--- config.mk ---
export PLATFORM = sky130hd
export DESIGN_NAME = fpu_result_uart_tx_flat
export DESIGN_NICKNAME = d
export VERILOG_FILES = /design/src/rtl/fpu_uart_pkg.sv /design/src/rtl/fpu_result_uart_tx_if.sv /design/src/rtl/uart_tx_byte.sv /design/src/rtl/fpu_result_uart_tx.sv /design/src/flat_wrapper.sv
export SDC_FILE = /design/constraint.sdc
export NUM_CORES = 1
export LEC_CHECK = 0
export BUFFER_PORTS_ARGS = -buffer_cell sky130_fd_sc_hd__buf_2
export CORE_MARGIN = 2
export CORE_UTILIZATION = 52
export CTS_CLUSTER_DIAMETER = 60
export DETAILED_ROUTE_END_ITERATION = 8
export GPL_TIMING_DRIVEN = 0
export PLACE_DENSITY = 0.72
export SLEW_MARGIN = 0
export SYNTH_ARGS = -nofsm -noshare
export SYNTH_HDL_FRONTEND = slang
export SYNTH_SLANG_ARGS = --single-unit
--- constraint.sdc ---
create_clock -name clk -period 2 [get_ports clk]
set_input_delay 0.4 -clock clk [delete_from_list [all_inputs] [get_ports clk]]
set_output_delay 0.4 -clock clk [all_outputs]
set_load 0.05 [all_outputs]
--- src/rtl/fpu_uart_pkg.sv ---
// Shared types and constants for the FPU result UART transmitter.
// The transmitter sends one 16-bit result as two 8N1 bytes, high byte first.
package fpu_uart_pkg;

    typedef enum logic [1:0] {
        ST_IDLE,
        ST_START,
        ST_DATA,
        ST_STOP
    } uart_state_e;

    localparam int   UART_DATA_BITS      = 8;
    localparam int   UART_BYTES_PER_WORD = 2;
    localparam int   RESULT_W            = 16;
    localparam logic UART_IDLE_LEVEL     = 1'b1;

    // Byte 0 is the high byte of the word, byte 1 the low byte.
    function automatic logic [7:0] word_byte(input logic [RESULT_W-1:0] w, input logic idx);
        return idx ? w[7:0] : w[15:8];
    endfunction

endpackage

--- src/rtl/fpu_result_uart_tx_if.sv ---
// Valid/ready handshake carrying one Bfloat16 result word into the transmitter.
// The producer drives valid/data; the transmitter drives ready.
interface fpu_result_uart_tx_if;
    import fpu_uart_pkg::*;

    logic                result_valid;
    logic [RESULT_W-1:0] result_data;
    logic                result_ready;

    modport master (output result_valid, output result_data, input result_ready);
    modport slave  (input result_valid, input result_data, output result_ready);

endinterface

--- src/rtl/uart_tx_byte.sv ---
// One-byte 8N1 serializer: start bit, 8 data bits LSB first, stop bit.
// A start strobe in the last stop-bit cycle chains the next byte with no gap.
module uart_tx_byte
    import fpu_uart_pkg::*;
#(
    parameter int CLKS_PER_BIT = 217
) (
    input  logic       clk,
    input  logic       rst,
    input  logic       i_start,
    input  logic [7:0] i_data,
    output logic       o_serial,
    output logic       o_done
);

    localparam int                CNT_W    = (CLKS_PER_BIT > 1) ? $clog2(CLKS_PER_BIT) : 1;
    localparam logic [CNT_W-1:0]  CNT_LAST = CNT_W'(CLKS_PER_BIT - 1);
    localparam logic [2:0]        BIT_LAST = 3'(UART_DATA_BITS - 1);

    uart_state_e      r_state, w_state_nxt;
    logic [CNT_W-1:0] r_cnt, w_cnt_nxt;
    logic [2:0]       r_bit_idx, w_bit_idx_nxt;
    logic [7:0]       r_shift, w_shift_nxt;
    logic             r_serial, w_serial_nxt;
    logic             w_bit_end;
    logic             w_done;

    assign w_bit_end = (r_cnt == CNT_LAST);

    always_comb begin
        // NOTE: every signal driven here gets a default first so no latch is inferred.
        w_state_nxt   = r_state;
        w_cnt_nxt     = w_bit_end ? '0 : r_cnt + 1'b1;
        w_bit_idx_nxt = r_bit_idx;
        w_shift_nxt   = r_shift;
        w_done        = 1'b0;

        case (r_state)
            ST_IDLE: begin
                w_cnt_nxt = '0;
                if (i_start) begin
                    w_state_nxt   = ST_START;
                    w_shift_nxt   = i_data;
                    w_bit_idx_nxt = '0;
                end
            end
            ST_START: begin
                if (w_bit_end) w_state_nxt = ST_DATA;
            end
            ST_DATA: begin
                if (w_bit_end) begin
                    if (r_bit_idx == BIT_LAST) begin
                        w_state_nxt = ST_STOP;
                    end else begin
                        w_bit_idx_nxt = r_bit_idx + 1'b1;
                        w_shift_nxt   = r_shift >> 1;
                    end
                end
            end
            ST_STOP: begin
                if (w_bit_end) begin
                    w_done = 1'b1;
                    if (i_start) begin
                        w_state_nxt   = ST_START;
                        w_shift_nxt   = i_data;
                        w_bit_idx_nxt = '0;
                    end else begin
                        w_state_nxt = ST_IDLE;
                    end
                end
            end
            default: w_state_nxt = ST_IDLE;
        endcase

        // Line level is registered from the next state so it changes on the same edge.
        case (w_state_nxt)
            ST_START: w_serial_nxt = 1'b0;
            ST_DATA:  w_serial_nxt = w_shift_nxt[0];
            default:  w_serial_nxt = UART_IDLE_LEVEL;
        endcase
    end

    always_ff @(posedge clk or posedge rst) begin
        if (rst) begin
            r_state   <= ST_IDLE;
            r_cnt     <= '0;
            r_bit_idx <= '0;
            r_shift   <= '0;
            r_serial  <= UART_IDLE_LEVEL;
        end else begin
            // NOTE: all state updates are non-blocking so every register sees pre-edge values.
            r_state   <= w_state_nxt;
            r_cnt     <= w_cnt_nxt;
            r_bit_idx <= w_bit_idx_nxt;
            r_shift   <= w_shift_nxt;
            r_serial  <= w_serial_nxt;
        end
    end

    assign o_serial = r_serial;
    assign o_done   = w_done;

endmodule

--- src/rtl/fpu_result_uart_tx.sv ---
// Returns each Bfloat16 FPU result to the host as two back-to-back 8N1 bytes.
// Holds the word, tracks which byte is on the line and owns the handshake.
module fpu_result_uart_tx
    import fpu_uart_pkg::*;
#(
    parameter int CLKS_PER_BIT = 217
) (
    input  logic                 clk,
    input  logic                 rst,
    fpu_result_uart_tx_if.slave  res_if,
    output logic                 tx_serial,
    output logic                 tx_active,
    output logic                 tx_done
);

    localparam logic LAST_BYTE = 1'(UART_BYTES_PER_WORD - 1);

    logic [RESULT_W-1:0] r_hold;
    logic                r_active;
    logic                r_byte_sel;
    logic                r_tx_done;
    logic                w_accept;
    logic                w_byte_done;
    logic                w_start;
    logic [7:0]          w_byte_data;

    assign res_if.result_ready = ~r_active;
    assign w_accept = res_if.result_valid & res_if.result_ready;
    assign w_start  = w_accept | (w_byte_done & (r_byte_sel != LAST_BYTE));

    // The first byte bypasses the holding register so the start bit leaves on the accept edge.
    assign w_byte_data = r_active ? word_byte(r_hold, ~r_byte_sel)
                                  : word_byte(res_if.result_data, 1'b0);

    uart_tx_byte #(
        .CLKS_PER_BIT (CLKS_PER_BIT)
    ) u_tx_byte (
        .clk      (clk),
        .rst      (rst),
        .i_start  (w_start),
        .i_data   (w_byte_data),
        .o_serial (tx_serial),
        .o_done   (w_byte_done)
    );

    always_ff @(posedge clk or posedge rst) begin
        if (rst) begin
            r_hold     <= '0;
            r_active   <= 1'b0;
            r_byte_sel <= 1'b0;
            r_tx_done  <= 1'b0;
        end else begin
            r_tx_done <= w_byte_done & (r_byte_sel == LAST_BYTE);
            if (w_accept) begin
                r_hold     <= res_if.result_data;
                r_active   <= 1'b1;
                r_byte_sel <= 1'b0;
            end else if (w_byte_done) begin
                if (r_byte_sel == LAST_BYTE) begin
                    r_active   <= 1'b0;
                    r_byte_sel <= 1'b0;
                end else begin
                    r_byte_sel <= r_byte_sel + 1'b1;
                end
            end
        end
    end

    assign tx_active = r_active;
    assign tx_done   = r_tx_done;

endmodule

--- src/flat_wrapper.sv ---
// flat-port wrapper written by rule: the top's interface ports become plain ports
module fpu_result_uart_tx_flat import fpu_uart_pkg::*;
#(
    parameter int CLKS_PER_BIT = 217
)
  (clk, rst, tx_serial, tx_active, tx_done, res_if_result_valid, res_if_result_data, res_if_result_ready);
  fpu_result_uart_tx_if res_if_i ();
  input  logic clk;
  input  logic rst;
  output logic tx_serial;
  output logic tx_active;
  output logic tx_done;
  input wire logic [$bits(res_if_i.result_valid)-1:0] res_if_result_valid;
  input wire logic [$bits(res_if_i.result_data)-1:0] res_if_result_data;
  output wire logic [$bits(res_if_i.result_ready)-1:0] res_if_result_ready;
  assign res_if_i.result_valid = res_if_result_valid;
  assign res_if_i.result_data = res_if_result_data;
  assign res_if_result_ready = res_if_i.result_ready;
  fpu_result_uart_tx #(.CLKS_PER_BIT(CLKS_PER_BIT)) u_core (.clk(clk), .rst(rst), .res_if(res_if_i), .tx_serial(tx_serial), .tx_active(tx_active), .tx_done(tx_done));
endmodule
==> results.yml, run 1 <==
floorplanning:
  start_util: 0.548
  die_x_um: 66.3
  ios: 23
  die_y_um: 66.3
  dieArea_um2: 4400
  row_count: 22
  core_um2: 3690
timing:
  hold-worst-slack_ns: 0.276
  setup_ws_ns: 0.0817
  worstMarginPinSlew_ns: 0.844
  finalCritPeriodShare: 0.959
  timing.fmax_ghz: 0.521
  finalCriticalPeriod_ns: 1.92
  slew_violations: 0
  slew_headroom: 0.436
  hold_violations: 0
  setup_viol: 0
  finClkSkew_ns: 0.00586
clocking:
  root_buffer: "clkbuf_8"
  cts_buffers: 5
  cts_tree: "built"
  ctsHtreeMaxLevel: 2
  post_cts_buffers: 0
  cts.sinks: 41
  path_clk_slew_ns: 0.07
  clock_path_buffers: 2
  clock_latency_ns: 0.29
routing:
  ant_nets: 0
  vias_per_cell: 5.36
  firstDrtPassIters: 4
  met1_length_um: 1820
  dr.first_iter.drc_count: 51
  drc_errors: 0
  wl_met2_um: 1950
  drt-total-wl_um: 3950
  routed-via-count: 1571
  highest_layer: "met4"
  wl_per_cell_um: 13.5
  met3_length_um: 129
global_routing:
  antenna_found_initial: 0
  gr-usage-all-layers: 0.208
  grt_max_degree: 42
  gr-total-overflow: 0
  grt_pass1_vias: 1509
  grt_pass1_wl_um: 6750
setup_path:
  critPathKind: "flop to flop"
  worstPathArrival_ns: 2.10
  r2r_cells: 6
  r2r-start: "u_core.u_tx_byte.r_bit_idx[0]"
  cp_max_fo: 4
  crit_required_ns: 2.18
  worstSetupEndpointType: "flop"
  start_kind: "flop"
  r2r_slack_ns: 0.08
  regToRegEndpoint: "u_core.u_tx_byte.r_shift[0]"
yosys:
  synth_top_cell_by_area: "dfrtp_1"
  synth_seq_area_share: 0.508
  ys_ff_latch: 41
  syn_area_um2: 2020
  synth_fp_nets: 240
  synth-edff-count: 0
  synth_flop_cell: "dfrtp_1"
  syn_area_per_cell_um2: 9.31
  netlist_top_cells_count: "nand2_1, dfrtp_1, nor2_1"
  synth.most_common_cell: "nand2_1"
  async_reset_ff_frac: 1.00
  syn_inst: 217
  ys_types: 41
  yosysTopAreaCellShare: 0.495
  ys_warn_count: 0
  synth_area_leaders: "dfrtp_1, nand2_1, nor2_1"
finish:
  fin_cells: 293
  final_util: 0.620
  num_antenna_cells: 0
  syn2layout_area_growth_pct: 13.1
  num-fill-cells: 333
  nets: 268
  drive_gt1_frac: 0.163
power_and_ir_drop:
  power.density_nw_per_um2: 669
  power_leakage_nw: 1.18
  vdd_drop_max_mv: 0.430
  finalPower_mw: 1.53
flow_run:
  maxCapViolCount: 0
min_path:
  hold_class: "input pin to async pin"
placement:
  gp_congestion: 0.768
  detailed_place_hpwl_um: 2850
  dp_cells: 287
  port-buffer-count: 22
  pre_cts_ws_ns: 0.0756
status:
  status: "finished clean"
[placed cells by master (no fill, tap or decap), types with 2 or more instances in the layout]
cell,count
nand2_1,57
dfrtp_1,40
buf_2,25
nor2_1,22
inv_1,12
a21oi_1,8
mux2i_1,7
clkbuf_1,6
o221ai_1,6
clkbuf_8,6
a31oi_1,5
nand3_1,5
xor2_1,5
ha_1,4
nor2b_1,3
xnor2_1,3
a22o_1,2
o21ai_1,2
and3_1,2
[flip-flops by register name, indices dropped and copies added (netlist names)]
name and flops:
u_core.r_hold 16, u_core.u_tx_byte.r_cnt 8, u_core.u_tx_byte.r_shift 8, u_core.u_tx_byte.r_bit_idx 3
u_core.u_tx_byte.r_state 2, u_core.r_byte_sel 1, u_core.tx_active 1, u_core.tx_done 1
u_core.u_tx_byte.o_serial 1
[stage by stage]
stage / area [µm²] / setup TNS, ns
2_1_floorplan: 2020 / 0
3_3_place_gp: 2190 / 0
3_5_place_dp: 2190 / 0
4_1_cts: 2270 / 0
5_1_grt: 2290 / -0.0102
6_report: 2290 / 0
[area by class of cell]
type                    instances  area [µm²]  area share
clock buffers                   7        86.3      0.0378
multi-input cells             154         920       0.402
well taps                      48        60.1      0.0263
flip-flops and latches         41        1030       0.449
plain buffers                   8        33.8      0.0148
repair buffers                 22         110      0.0482
inverters                      13        48.8      0.0213
[report_power, final]
group          switching (mW)  internal, mW  leakage (nW)
clock network           0.266         0.274        0.0443
logic                  0.0678        0.0469         0.626
registers              0.0188         0.856         0.506
total                   0.352          1.18          1.18
[cell families after synthesis]
logic type | count (synthesis) | synth area share
flip-flops | 41 | 0.508
multiplexers | 8 | 0.0402
XOR/XNOR | 8 | 0.0347
AND/OR/NAND/NOR | 99 | 0.219
adder cells (fa/ha/maj) | 4 | 0.0248
AO/OA/AOI/OAI | 35 | 0.130
buffers and inverters | 22 | 0.0427
[worst max-delay path by stage]
| stage | depth (start not counted) | to | start |
|---|---|---|---|
| floorplan | 5 | u_core.u_tx_byte.r_shift[1] | u_core.tx_active |
| global placement | 2 | u_core.u_tx_byte.r_bit_idx[0] | rst |
| detailed placement | 6 | u_core.u_tx_byte.r_shift[0] | res_if_result_valid |
| CTS | 6 | u_core.u_tx_byte.r_shift[1] | u_core.u_tx_byte.r_cnt[0] |
| global route | 6 | u_core.u_tx_byte.r_shift[0] | u_core.u_tx_byte.r_bit_idx[0] |
| finish | 6 | u_core.u_tx_byte.r_shift[0] | u_core.u_tx_byte.r_bit_idx[0] |
[worst max-delay path: stages (launching register included)]
cell and delay [ns]:
dfrtp_1 0.39, ha_1 0.20, ha_1 0.23, nor2b_1 0.16
a31oi_1 0.22, a31oi_1 0.21, a221o_1 0.39
[per-layer routing]
layer	vias up	GRT usage
met5	-	0
met4	0	0.0612
met2	24	0.345
met1	752	0.260
met3	5	0.0630
li1	790	-
[repair_timing]
action	4_1_cts	5_1_grt
endpoints found under the setup margin	1	6
hold buffers	0	0
gates resized for setup	0	2
(Power assumes the default switching activity.)
==> run 2: changes to the inputs <==
CTS_BUF_LIST = sky130_fd_sc_hd__clkbuf_8   (was unset)
CTS_CLUSTER_SIZE = 14   (was unset)
==> run 2 against run 1 <==
Against the previous run: global-route usage unchanged; combinational power about the same; utilization unchanged; clock skew down 0.00064 ns; design area unchanged; die area unchanged; flip-flop and latch count unchanged; worst setup slack worse by 0.0037 ns; total power down 0.41%; via count down 0.83%; critical path type unchanged; largest cell class unchanged; highest routed layer unchanged.
==> results.yml, run 2 (synthesis gave the netlist of run 1 again) <==
setup_path:
  crit_chain: "ha_1 > ha_1 > nor2b_1 > a31oi_1 > a31oi_1 > a221o_1"
  critPathKind: "flop to flop"
  crit_family: "compound AO/OA/AOI/OAI gates"
  critPathSlowestCell: "dfrtp_1"
  worstSetupEndpointType: "flop"
  start_kind: "flop"
  crit_path_max_incr_delay_ns: 0.39
  cp_max_fo: 4
  worstPathArrival_ns: 2.10
  r2r_slack_ns: 0.08
  crit_required_ns: 2.18
  timing.critical_path.buf_inv: 0
power_and_ir_drop:
  power_leakage_nw: 1.18
  vdd_drop_max_mv: 0.430
  power.density_nw_per_um2: 666
floorplanning:
  ios: 23
  die_y_um: 66.3
  start_util: 0.548
  core_um2: 3690
  dieArea_um2: 4400
  die_x_um: 66.3
  row_count: 22
routing:
  drt-total-wl_um: 3920
  routed-via-count: 1558
  dr.first_iter.drc_count: 49
  drc_errors: 0
  vias_per_cell: 5.32
  wl_per_cell_um: 13.4
  ant_nets: 0
  firstDrtPassIters: 4
clocking:
  root_buffer: "clkbuf_8"
  clock_latency_ns: 0.29
  cts_buffers: 5
  cts_tree: "built"
  ctsHtreeMaxLevel: 2
  cts.sinks: 41
  postCtsHoldBufs: 0
  clock_path_buffers: 2
  path_clk_slew_ns: 0.07
placement:
  port-buffer-count: 22
  detailed_place_hpwl_um: 2850
  gp_congestion: 0.768
  placed_area_um2: 2190
finish:
  multi_input_area_um2: 920
  drive_gt1_frac: 0.163
  area.sequential_um2: 1030
  top_register: "u_core.r_hold"
  syn2layout_area_growth_pct: 13.1
  nets: 268
  fin_area_um2: 2290
  num-fill-cells: 333
  largest_reg_flops: 16
  num_antenna_cells: 0
  layout_commonest_cell: "nand2_1"
  most-common-layout-cells: "nand2_1, dfrtp_1, buf_2"
  top_regs: "u_core.r_hold (16), u_core.u_tx_byte.r_cnt (8), u_core.u_tx_byte.r_shift (8)"
global_routing:
  grt_pass1_wl_um: 6750
  antenna_found_initial: 0
  grt_pass1_vias: 1509
  gr-total-overflow: 0
  grt_max_degree: 42
  gr-usage-all-layers: 0.208
timing:
  worstMarginPinSlew_ns: 0.837
  finalCriticalPeriod_ns: 1.92
  slew_violations: 0
  finalCritPeriodShare: 0.961
  finClkSkew_ns: 0.00522
  setup_viol: 0
  slew_headroom: 0.441
  timing.fmax_ghz: 0.520
  hold_violations: 0
  hold-worst-slack_ns: 0.273
flow_run:
  maxCapViolCount: 0
status:
  status: "finished clean"
min_path:
  hold_class: "input pin to async pin"
run 2: changes by cell type in the layout (fill, tap and decap cells not counted), sizes merged:
cell / delta
clkbuf: -1
inv: +1
run 2: worst paths after layout:
path,from,endpoint,depth (start not counted)
setup / recovery,u_core.u_tx_byte.r_bit_idx[0],u_core.u_tx_byte.r_shift[0],6
hold / removal,rst,u_core.r_hold[15],2
setup reg to reg,u_core.u_tx_byte.r_bit_idx[0],u_core.u_tx_byte.r_shift[0],6
hold reg to reg,u_core.u_tx_byte.r_shift[4],u_core.u_tx_byte.r_shift[3],2
max in group asynchronous,rst,u_core.u_tx_byte.r_shift[4],2
min in group clk,res_if_result_data[7],u_core.r_hold[7],3
run 2: what timing repair did:
| action | in CTS | in global routing |
|---|---|---|
| endpoints found under the setup margin | 1 | 6 |
| gates resized for setup | 0 | 2 |
| setup buffers | 0 | 0 |
run 2: per-stage QoR:
stage                     setup TNS [ns]  total power, mW  setup WS (ns)  instances  utilization
after floorplan                        0            0.964         0.0718        217            -
after global placement                 0             1.00          0.120        287        0.594
after detailed placement               0             1.01         0.0756        287        0.594
after CTS                              0             1.54          0.114        293        0.616
after global routing             -0.0100             1.60        -0.0100        293        0.620
final                                  0             1.52         0.0779        293        0.620
run 2: final cells by class:
class,count,area share
repair buffers,22,0.0482
clock inverters,1,0.00164
clock buffers,6,0.0361
flip-flops and latches,41,0.449
well taps,48,0.0263
plain buffers,8,0.0148
inverters,13,0.0213
multi-input cells,154,0.402
run 2: power breakdown:
| group | switching, mW | internal, mW |
|---|---|---|
| Sequential | 0.0189 | 0.856 |
| Clock | 0.265 | 0.269 |
| Combinational | 0.0675 | 0.0469 |
| Total | 0.351 | 1.17 |
run 2: metal layers:
| layer | share of wire | GRT usage |
|---|---|---|
| met1 | 0.46 | 0.260 |
| met2 | 0.50 | 0.345 |
| met3 | 0.032 | 0.0630 |
| met4 | 0.012 | 0.0612 |
| met5 | 0 | 0 |
==> run 3: changes to the inputs <==
CORE_UTILIZATION = 43   (was 52)
CTS_CLUSTER_SIZE = unset   (was 14)
PLACE_DENSITY = unset   (was 0.72)
==> run 3 against run 2 <==
Against the previous run: combinational power is essentially flat; design area grew 1.0%; die area grew 20%; sequential share of layout area shrank 0.46 points; register-to-register slack gained 0.04 ns; total power shrank 1.7%; worst setup slack gained 0.038 ns; worst hold slack gained 0.0053 ns; via count grew 1.6%; global-route usage shrank 3.5 points.
==> results.yml, run 3 (synthesis gave the netlist of run 1 again) <==
timing:
  slew_headroom: 0.429
  finalCriticalPeriod_ns: 1.88
  setup-tns-final_ns: 0
  hold-worst-slack_ns: 0.278
  slew_violations: 0
  finalCritPeriodShare: 0.942
  timing.fmax_ghz: 0.531
  worstMarginPinSlew_ns: 0.855
  rsz0062_at_grt: "no"
  setup_viol: 0
  hold_violations: 0
  finClkSkew_ns: 0.00489
setup_path:
  crit_required_ns: 2.23
  critPathSlowestCell: "a2111oi_4"
  crit_chain: "inv_1 > ha_1 > and3b_1 > nand4_1 > a2111oi_4 > a221o_1"
  timing.critical_path.buf_inv: 1
  crit_family: "compound AO/OA/AOI/OAI gates"
  worstSetupEndpointType: "flop"
  cp_max_fo: 6
  critPathKind: "flop to flop"
  worstPathArrival_ns: 2.11
  start_kind: "flop"
  crit_path_max_incr_delay_ns: 0.47
power_and_ir_drop:
  p_int_mw: 1.14
  power.density_nw_per_um2: 648
  power_frac_comb: 0.078
  switching_power_mw: 0.361
  finalPower_mw: 1.50
  power_leakage_nw: 1.19
  seq_power_share: 0.585
  p_clk_frac: 0.337
  p_sw_frac: 0.241
  vdd_drop_max_mv: 0.303
clocking:
  clock_path_buffers: 2
  clock_latency_ns: 0.29
  cts_tree: "built"
  post_cts_buffers: 0
  postCtsHoldBufs: 0
  ctsHtreeMaxLevel: 2
  cts.sinks: 41
  root_buffer: "clkbuf_8"
  path_clk_slew_ns: 0.08
  cts_buffers: 5
finish:
  largest_reg_flops: 16
  layout_commonest_cell: "nand2_1"
  num_antenna_cells: 0
  drive_gt1_frac: 0.167
  most-common-layout-cells: "nand2_1, dfrtp_1, buf_2"
  num-fill-cells: 439
  top_regs: "u_core.r_hold (16), u_core.u_tx_byte.r_cnt (8), u_core.u_tx_byte.r_shift (8)"
  top_register: "u_core.r_hold"
  nets: 268
  syn2layout_area_growth_pct: 14.3
routing:
  ant_nets: 0
  wl_met2_um: 1970
  routed-via-count: 1583
  drc_errors: 0
  dr.first_iter.drc_count: 53
  drt-total-wl_um: 4210
  met3_length_um: 183
  vias_per_cell: 5.31
  highest_layer: "met4"
  met1_length_um: 2020
  firstDrtPassIters: 4
  wl_per_cell_um: 14.1
floorplanning:
  row_count: 24
  ios: 23
  dieArea_um2: 5260
  start_util: 0.455
  die_x_um: 72.6
  die_y_um: 72.6
  core_um2: 4440
global_routing:
  antenna_found_initial: 0
  gr-total-overflow: 0
  grt_pass1_wl_um: 7000
  grt_pass1_vias: 1477
  grt_max_degree: 42
  gr-usage-all-layers: 0.172
min_path:
  hold_class: "input pin to async pin"
placement:
  detailed_place_hpwl_um: 2910
  gp_congestion: 0.831
  port-buffer-count: 22
flow_run:
  maxCapViolCount: 0
status:
  status: "finished clean"
run 3: timing repair:
| action | 4_1_cts | 5_1_grt |
|---|---|---|
| gates resized for setup | 0 | 5 |
| endpoints found under the hold margin | 0 | 0 |
| pin swaps | 0 | 0 |
| endpoints found under the setup margin | 1 | 2 |
run 3: final timing paths:
check	slack, ns	from	endpoint	cells after the start
worst min register to register	0.48	u_core.r_hold[7]	u_core.r_hold[7]	2
min in group clk	0.29	res_if_result_data[6]	u_core.r_hold[6]	3
worst min-delay path	0.28	rst	u_core.r_hold[8]	2
worst max-delay path	0.12	u_core.u_tx_byte.r_cnt[0]	u_core.u_tx_byte.r_shift[0]	6
worst max register to register	0.12	u_core.u_tx_byte.r_cnt[0]	u_core.u_tx_byte.r_shift[0]	6
max in group asynchronous	1.18	rst	u_core.r_hold[12]	2
run 3: cell type report:
type / count / area (µm²) / share of cell area
buffer: 8 / 33.8 / 0.0146
clock buffer: 5 / 68.8 / 0.0298
clock inverter: 3 / 11.3 / 0.00488
inverter: 13 / 48.8 / 0.0211
multi-input combinational: 154 / 945 / 0.409
sequential: 41 / 1030 / 0.445
tap: 52 / 65.1 / 0.0282
timing repair buffer: 22 / 110 / 0.0477
run 3: power by group through the flow:
stage          clock network [mW]  registers [mW]  logic (mW)
6_report                    0.504           0.875       0.117
5_1_grt                     0.560           0.879       0.134
4_1_cts                     0.522           0.875       0.117
3_5_place_dp                    0           0.891       0.116
3_3_place_gp                    0           0.891       0.114
2_1_floorplan                   0           0.890      0.0742
run 3: through the flow:
| step | area (µm²) | util | instances | worst slack [ns] |
|---|---|---|---|---|
| floorplan | 2020 | - | 217 | 0.0718 |
| global placement | 2200 | 0.494 | 291 | 0.0787 |
| detailed placement | 2200 | 0.494 | 291 | 0.0739 |
| CTS | 2270 | 0.511 | 298 | 0.102 |
| global route | 2310 | 0.520 | 298 | 0.0119 |
| finish | 2310 | 0.520 | 298 | 0.115 |
run 3: layer usage:
metal / GRT usage / up-vias
li1: - / 796
met5: 0 / -
met3: 0.0431 / 4
met2: 0.272 / 36
met4: 0.0514 / 0
met1: 0.236 / 747
